<file path="src/rtl/music_sequencer.sv">
// Song sequencer: walks a four-song ROM, plays each note as a square wave on
// the buzzer for (dur+1) beats, inserts a silent gap, and loops or stops at
// the end marker.
//
//   state   | meaning
//   --------+---------------------------------------------
//   S_IDLE  | waiting for the first start after reset
//   S_FETCH | rom_addr presented, ROM word in flight
//   S_LATCH | ROM word valid, decode note / end marker
//   S_PLAY  | tone running for the note duration
//   S_GAP   | silent inter-note gap, then next address
//   S_DONE  | end marker reached with loop low
module music_sequencer #(
  parameter int CLK_HZ  = 100_000_000,
  parameter int BEAT_HZ = 8,
  parameter int GAP_CYC = CLK_HZ / 100,
  parameter int ADDR_W  = 8
) (
  input  logic              clk,
  input  logic              rst,
  input  logic              start,
  input  logic [1:0]        song_sel,
  input  logic              pause,
  input  logic              loop,
  output logic [ADDR_W-1:0] rom_addr,
  input  logic [7:0]        rom_data,
  output logic [23:0]       led,
  output logic              buzzer
);

  localparam int BEAT_CYC = CLK_HZ / BEAT_HZ;
  localparam int OFF_W    = ADDR_W - 2;
  // Lowest note (C4, 262 Hz) has the longest half period.
  localparam int HP_W     = $clog2(CLK_HZ / 524 + 1);
  localparam int DUR_W    = $clog2(8 * BEAT_CYC + 1);
  localparam int GAP_W    = $clog2(GAP_CYC + 2);
  localparam logic [4:0] END_CODE = 5'd31;

  typedef enum logic [2:0] {S_IDLE, S_FETCH, S_LATCH, S_PLAY, S_GAP, S_DONE} state_t;

  state_t            state, state_nxt;
  logic [1:0]        song, song_nxt;
  logic [4:0]        note, note_nxt;
  logic [DUR_W-1:0]  dur_cnt, dur_cnt_nxt;
  logic [HP_W-1:0]   tone_cnt, tone_cnt_nxt;
  logic [GAP_W-1:0]  gap_cnt, gap_cnt_nxt;
  logic [ADDR_W-1:0] addr_nxt;
  logic [23:0]       led_nxt;
  logic              buzzer_nxt;
  logic              frozen;
  logic [4:0]        code_in;
  logic [2:0]        dur_in;

  assign code_in = rom_data[7:3];
  assign dur_in  = rom_data[2:0];

  // Half period in clock cycles for each note code; rests return zero.
  function automatic logic [HP_W-1:0] hp_of(input logic [4:0] code);
    case (code)
      5'd1:  hp_of = HP_W'(CLK_HZ / 524);
      5'd2:  hp_of = HP_W'(CLK_HZ / 588);
      5'd3:  hp_of = HP_W'(CLK_HZ / 660);
      5'd4:  hp_of = HP_W'(CLK_HZ / 698);
      5'd5:  hp_of = HP_W'(CLK_HZ / 784);
      5'd6:  hp_of = HP_W'(CLK_HZ / 880);
      5'd7:  hp_of = HP_W'(CLK_HZ / 988);
      5'd8:  hp_of = HP_W'(CLK_HZ / 1046);
      5'd9:  hp_of = HP_W'(CLK_HZ / 1174);
      5'd10: hp_of = HP_W'(CLK_HZ / 1318);
      5'd11: hp_of = HP_W'(CLK_HZ / 1396);
      5'd12: hp_of = HP_W'(CLK_HZ / 1568);
      5'd13: hp_of = HP_W'(CLK_HZ / 1760);
      5'd14: hp_of = HP_W'(CLK_HZ / 1976);
      5'd15: hp_of = HP_W'(CLK_HZ / 2094);
      5'd16: hp_of = HP_W'(CLK_HZ / 2350);
      5'd17: hp_of = HP_W'(CLK_HZ / 2638);
      5'd18: hp_of = HP_W'(CLK_HZ / 2794);
      5'd19: hp_of = HP_W'(CLK_HZ / 3136);
      5'd20: hp_of = HP_W'(CLK_HZ / 3520);
      5'd21: hp_of = HP_W'(CLK_HZ / 3952);
      default: hp_of = '0;
    endcase
  endfunction

  function automatic logic is_tone(input logic [4:0] code);
    return (code >= 5'd1) && (code <= 5'd21);
  endfunction

  // State, counters and all outputs are registered here.
  always_ff @(posedge clk or negedge rst) begin
    if (!rst) begin
      state    <= S_IDLE;
      song     <= '0;
      note     <= '0;
      dur_cnt  <= '0;
      tone_cnt <= '0;
      gap_cnt  <= '0;
      rom_addr <= '0;
      led      <= '0;
      buzzer   <= 1'b0;
    end else begin
      state    <= state_nxt;
      song     <= song_nxt;
      note     <= note_nxt;
      dur_cnt  <= dur_cnt_nxt;
      tone_cnt <= tone_cnt_nxt;
      gap_cnt  <= gap_cnt_nxt;
      rom_addr <= addr_nxt;
      led      <= led_nxt;
      buzzer   <= buzzer_nxt;
    end
  end

  // Next-state, counter and output decode; start overrides every state.
  always_comb begin
    state_nxt    = state;
    song_nxt     = song;
    note_nxt     = note;
    dur_cnt_nxt  = dur_cnt;
    tone_cnt_nxt = tone_cnt;
    gap_cnt_nxt  = gap_cnt;
    addr_nxt     = rom_addr;
    buzzer_nxt   = buzzer;
    frozen       = ((state == S_PLAY) || (state == S_GAP)) && pause;

    if (start) begin
      song_nxt     = song_sel;
      addr_nxt     = {song_sel, {OFF_W{1'b0}}};
      state_nxt    = S_FETCH;
      note_nxt     = '0;
      dur_cnt_nxt  = '0;
      tone_cnt_nxt = '0;
      gap_cnt_nxt  = '0;
      buzzer_nxt   = 1'b0;
    end else begin
      case (state)
        S_FETCH: state_nxt = S_LATCH;
        S_LATCH: begin
          note_nxt = code_in;
          if (code_in == END_CODE) begin
            if (loop) begin
              addr_nxt  = {song, {OFF_W{1'b0}}};
              state_nxt = S_FETCH;
            end else begin
              state_nxt = S_DONE;
            end
          end else begin
            state_nxt    = S_PLAY;
            dur_cnt_nxt  = DUR_W'((int'(dur_in) + 1) * BEAT_CYC);
            tone_cnt_nxt = hp_of(code_in);
            buzzer_nxt   = 1'b0;
          end
        end
        S_PLAY: begin
          if (frozen) begin
            // Tone restarts low with a full half period once pause drops.
            buzzer_nxt   = 1'b0;
            tone_cnt_nxt = hp_of(note);
          end else if (dur_cnt <= DUR_W'(1)) begin
            state_nxt   = S_GAP;
            dur_cnt_nxt = '0;
            gap_cnt_nxt = GAP_W'(GAP_CYC);
            buzzer_nxt  = 1'b0;
          end else begin
            dur_cnt_nxt = dur_cnt - DUR_W'(1);
            if (tone_cnt <= HP_W'(1)) begin
              tone_cnt_nxt = hp_of(note);
              if (is_tone(note)) buzzer_nxt = ~buzzer;
            end else begin
              tone_cnt_nxt = tone_cnt - HP_W'(1);
            end
          end
        end
        S_GAP: begin
          if (!frozen) begin
            if (gap_cnt <= GAP_W'(1)) begin
              state_nxt   = S_FETCH;
              gap_cnt_nxt = '0;
              // Offset wraps inside the song; the song bits never change.
              addr_nxt    = {rom_addr[ADDR_W-1 -: 2], rom_addr[OFF_W-1:0] + OFF_W'(1)};
            end else begin
              gap_cnt_nxt = gap_cnt - GAP_W'(1);
            end
          end
        end
        default: ;
      endcase
    end

    led_nxt = '0;
    for (int i = 0; i < 21; i++) begin
      led_nxt[i] = (state_nxt == S_PLAY) && (note_nxt == 5'(i + 1));
    end
    led_nxt[21] = (state_nxt == S_DONE);
    led_nxt[22] = (state_nxt == S_FETCH) || (state_nxt == S_LATCH) ||
                  (state_nxt == S_PLAY)  || (state_nxt == S_GAP);
    led_nxt[23] = frozen && !start;
  end

endmodule

</file>
<file path="config.mk">
export PLATFORM = sky130hd
export DESIGN_NAME = music_sequencer
export DESIGN_NICKNAME = d
export VERILOG_FILES = /design/src/rtl/music_sequencer.sv
export SDC_FILE = /design/constraint.sdc
export NUM_CORES = 1
export LEC_CHECK = 0
export ABC_AREA = 1
export CAP_MARGIN = 20
export CORE_UTILIZATION = 40
export DETAILED_ROUTE_END_ITERATION = 8
export HOLD_SLACK_MARGIN = 0.12
export PLACE_DENSITY = 0.63
export SYNTH_ARGS = -nofsm -noshare
export SYNTH_HDL_FRONTEND = slang
export SYNTH_SLANG_ARGS = --single-unit
</file>
<file path="constraint.sdc">
create_clock -name clk -period 2.5 [get_ports clk]
set_clock_uncertainty 0.05 [all_clocks]
set_input_delay 0.375 -clock clk [delete_from_list [all_inputs] [get_ports clk]]
set_output_delay 0.375 -clock clk [all_outputs]
set_load 0.1 [all_outputs]
</file>
==> impl_metrics.py <==
metrics = {
    "critical_path": {
        "path_delay_family": "adder cells",
        "cp_data_required_time_ns": 2.69,
        "start_kind": "input pin",
        "r2r_slack_ns": 0.33,
        "cp-startpoint": "rom_data[0]",
        "cp.arrival_ns": 3.13,
        "crit_chain": "buf_8 -> buf_6 -> inv_8 -> ha_4 -> fa_2 -> inv_2 -> buf_6 -> buf_4 -> buf_4 -> fa_2 -> a21oi_2 -> o21ai_1 -> a21oi_1 -> nand3_1 -> nand2_1 -> o21ai_1 -> nand2_1 -> o21ai_1",
        "path_class": "in2reg",
        "crit_fanout": 4,
        "reg2reg_to": "tone_cnt[11]",
        "rr_worst_depth": 9,
        "critPathCaptureType": "register",
        "path_buf_inv": 7,
        "slowest_delay_ns": 0.57,
        "cp_slowest_cell": "fa_2",
        "timing.rr.start": "state[0]",
        "crit_top_cell": "o21ai_1",
    },
    "clock_tree": {
        "cts_root_buffer": "clkbuf_16",
        "clk_latency_ns": 0.36,
        "cts_sinks": 108,
        "cts_buffers": 9,
        "htreeDepth": 3,
        "cts.clk_slew.worst_paths_ns": 0.07,
        "cts.path.max_buffers": 2,
        "cts_tree": "done",
    },
    "min_path": {
        "min_path_type": "reg2reg",
        "min_to": "song[1]",
        "min_from": "song[1]",
        "holdPathStages": 2,
    },
    "die": {
        "rows": 55,
        "start_util_pct": 41.1,
        "io_pins": 48,
        "dieArea_um2": 24000,
        "dieWidth_um": 155,
        "die_h_um": 155,
        "coreArea_um2": 22800,
    },
    "routing": {
        "wl_um": 27200,
        "dr_wl_met2_um": 13100,
        "routed.top_layer": "met4",
        "wl_per_cell_um": 15.3,
        "avgViaCountPerCell": 5.22,
        "drc": 0,
        "drtAntennaViolNets": 0,
        "met3_wirelength_um": 1040,
        "drt-initial-drc-count": 633,
        "drtPass1Iterations": 7,
        "dr_total_vias": 9296,
        "met1_length_um": 12200,
    },
    "synth": {
        "synth_top_area_share_pct": 28.8,
        "yosysSeqAreaShare_pct": 28.8,
        "synth_top_area_cell": "dfrtp_1",
        "ys_ff_latch": 108,
        "yosys_warnings": 0,
        "syn_inst": 1341,
        "synth.area.top_cells": "dfrtp_1, nand2_1, ha_1",
        "synth_nets": 1415,
        "syn_area_um2": 9370,
        "yosysUniqueCellTypes": 59,
        "syn_avg_cell_area_um2": 6.99,
    },
    "global_routing": {
        "grtUsageTotal_pct": 23.1,
        "grt_overflow": 0,
        "antenna_found_initial": 0,
        "grt_first_pass_wirelength_um": 44400,
        "grt_max_degree": 56,
        "grt_pass1_vias": 9038,
    },
    "layout": {
        "regArea_um2": 2700,
        "area_delta_synth_final_pct": 22.5,
        "n_fill_cell": 2300,
        "drive_gt1_share_pct": 21.9,
        "n_antenna_cell": 0,
        "final_nets": 1537,
        "multiInputGateArea_um2": 6180,
        "finalNonFillerCells": 1781,
    },
    "placement": {
        "placed_cells": 1752,
        "place_congestion": 0.955,
        "port_buffers": 47,
        "dp_hpwl_um": 20800,
    },
    "job": {
        "max_cap_violations": 0,
    },
    "power": {
        "leakage_nw": 5.64,
        "p_per_area_nw_per_um2": 966,
        "ir_worst_vdd_mv": 0.640,
        "total_power_mw": 11.1,
    },
    "run_status": {
        "violations": "setup timing",
        "outcome": "finished, violations left",
    },
    "sta": {
        "fmax_ghz": 0.341,
        "slew_viol_final": 0,
        "finalSetupViolations": 13,
        "worst_slew_pin_slew_ns": 0.623,
        "hold_viol": 0,
        "period_share_pct": 117,
        "hold-worst-slack_ns": 0.414,
        "setup_ws_ns": -0.436,
        "timing.setup.tns_ns": -3.73,
        "fin_crit_ns": 2.94,
        "max-slew-margin-rel_pct": 58.3,
        "rsz0062_at_grt": "true",
    },
}
==> worst min-delay path, cell delays in order (launching register included) <==
cell and delay [ns]:
dfrtp_1 0.33, nand2_1 0.06, nand2_1 0.05
==> worst max-delay path by stage <==
stage / endpoint / depth (start not counted)
5_1_grt: dur_cnt[23] / 18
3_3_place_gp: dur_cnt[26] / 18
4_1_cts: dur_cnt[26] / 18
3_5_place_dp: dur_cnt[24] / 16
6_report: dur_cnt[23] / 18
2_1_floorplan: dur_cnt[24] / 15
==> logic make-up after synthesis <==
| logic type | after synthesis | share of synthesized area [%] |
|---|---|---|
| and+or+nand+nor | 689 | 33.1 |
| AOI/OAI and AO/OA | 221 | 14.5 |
| buffers and inverters | 206 | 9.72 |
| DFF | 108 | 28.8 |
| adders and majority gates | 59 | 8.44 |
| xor gates and xnor gates | 58 | 5.42 |
==> area by class of cell <==
type | instances | share of cell area [%]
clock inverter | 6 | 0.621
clock buffer | 10 | 1.99
sequential | 108 | 23.5
timing repair buffer | 154 | 11.0
multi-input combinational | 1027 | 53.8
tap | 313 | 3.41
inverter | 163 | 5.58
==> registers in the layout, summed over array words and instances (netlist names) <==
register / cells
song: 2
rom_addr: 8
led: 24
gap_cnt: 20
buzzer: 1
state: 3
tone_cnt: 18
note: 5
dur_cnt: 27
==> what timing repair did <==
| action | CTS | global route |
|---|---|---|
| resized for setup | 67 | 40 |
| setup buffers | 11 | 3 |
| endpoints found under the hold margin | 34 | 0 |
| pin swaps | 47 | 43 |
| cloned | 0 | 0 |
| endpoints found under the setup margin | 13 | 13 |
| hold buffers | 1 | 0 |
==> per-layer routing <==
metal	vias up	track usage, %
met5	-	0
met4	0	9.10
met3	53	2.98
met2	224	39.2
met1	4402	29.8
li1	4617	-
==> power by group <==
part | internal, mW | switching, mW
logic | 2.55 | 4.49
clock network | 0.790 | 0.703
registers | 2.15 | 0.411
total | 5.49 | 5.60
==> synthesized netlist by cell type (all sizes together) <==
| cell type | n |
|---|---|
| o21bai | 1 |
| or4 | 1 |
| nor2 | 188 |
| o211ai | 15 |
| xnor2 | 7 |
| a22oi | 5 |
| a211oi | 1 |
| o22ai | 18 |
| clkbuf | 6 |
| ha | 52 |
| fa | 7 |
| nand3b | 5 |
| o311ai | 1 |
| o221ai | 2 |
| nand2 | 328 |
| nand3 | 110 |
| and3 | 1 |
| o21ai | 105 |
| a31oi | 7 |
| dfrtp | 108 |
| buf | 37 |
| o21a | 1 |
| a21o | 2 |
| or2 | 5 |
| a21oi | 54 |
| nand4 | 21 |
| clkinv | 1 |
| nor3 | 29 |
| o2111ai | 1 |
| nor4 | 1 |
| inv | 162 |
| o31ai | 6 |
| a21boi | 2 |
| xor2 | 51 |
==> stage by stage <==
step | instance area [um^2] | setup WS (ns) | utilization [%]
2_1_floorplan | 9500 | -0.517 | -
3_3_place_gp | 10700 | -1.16 | 47.1
3_5_place_dp | 10700 | -1.25 | 47.1
4_1_cts | 11300 | -0.465 | 49.6
5_1_grt | 11500 | -0.562 | 50.4
6_report | 11500 | -0.436 | 50.4
==> cell usage in the layout (no fill, tap or decap), types with 38 or more instances in the layout <==
cell / n
o21ai_0: 62
buf_4: 128
a21oi_1: 41
dfrtp_1: 108
inv_1: 122
nand3_1: 98
xor2_1: 50
ha_1: 42
o21ai_1: 38
nand2_1: 300
nor2_1: 162
Note: power is estimated with default switching activity, not from simulation.
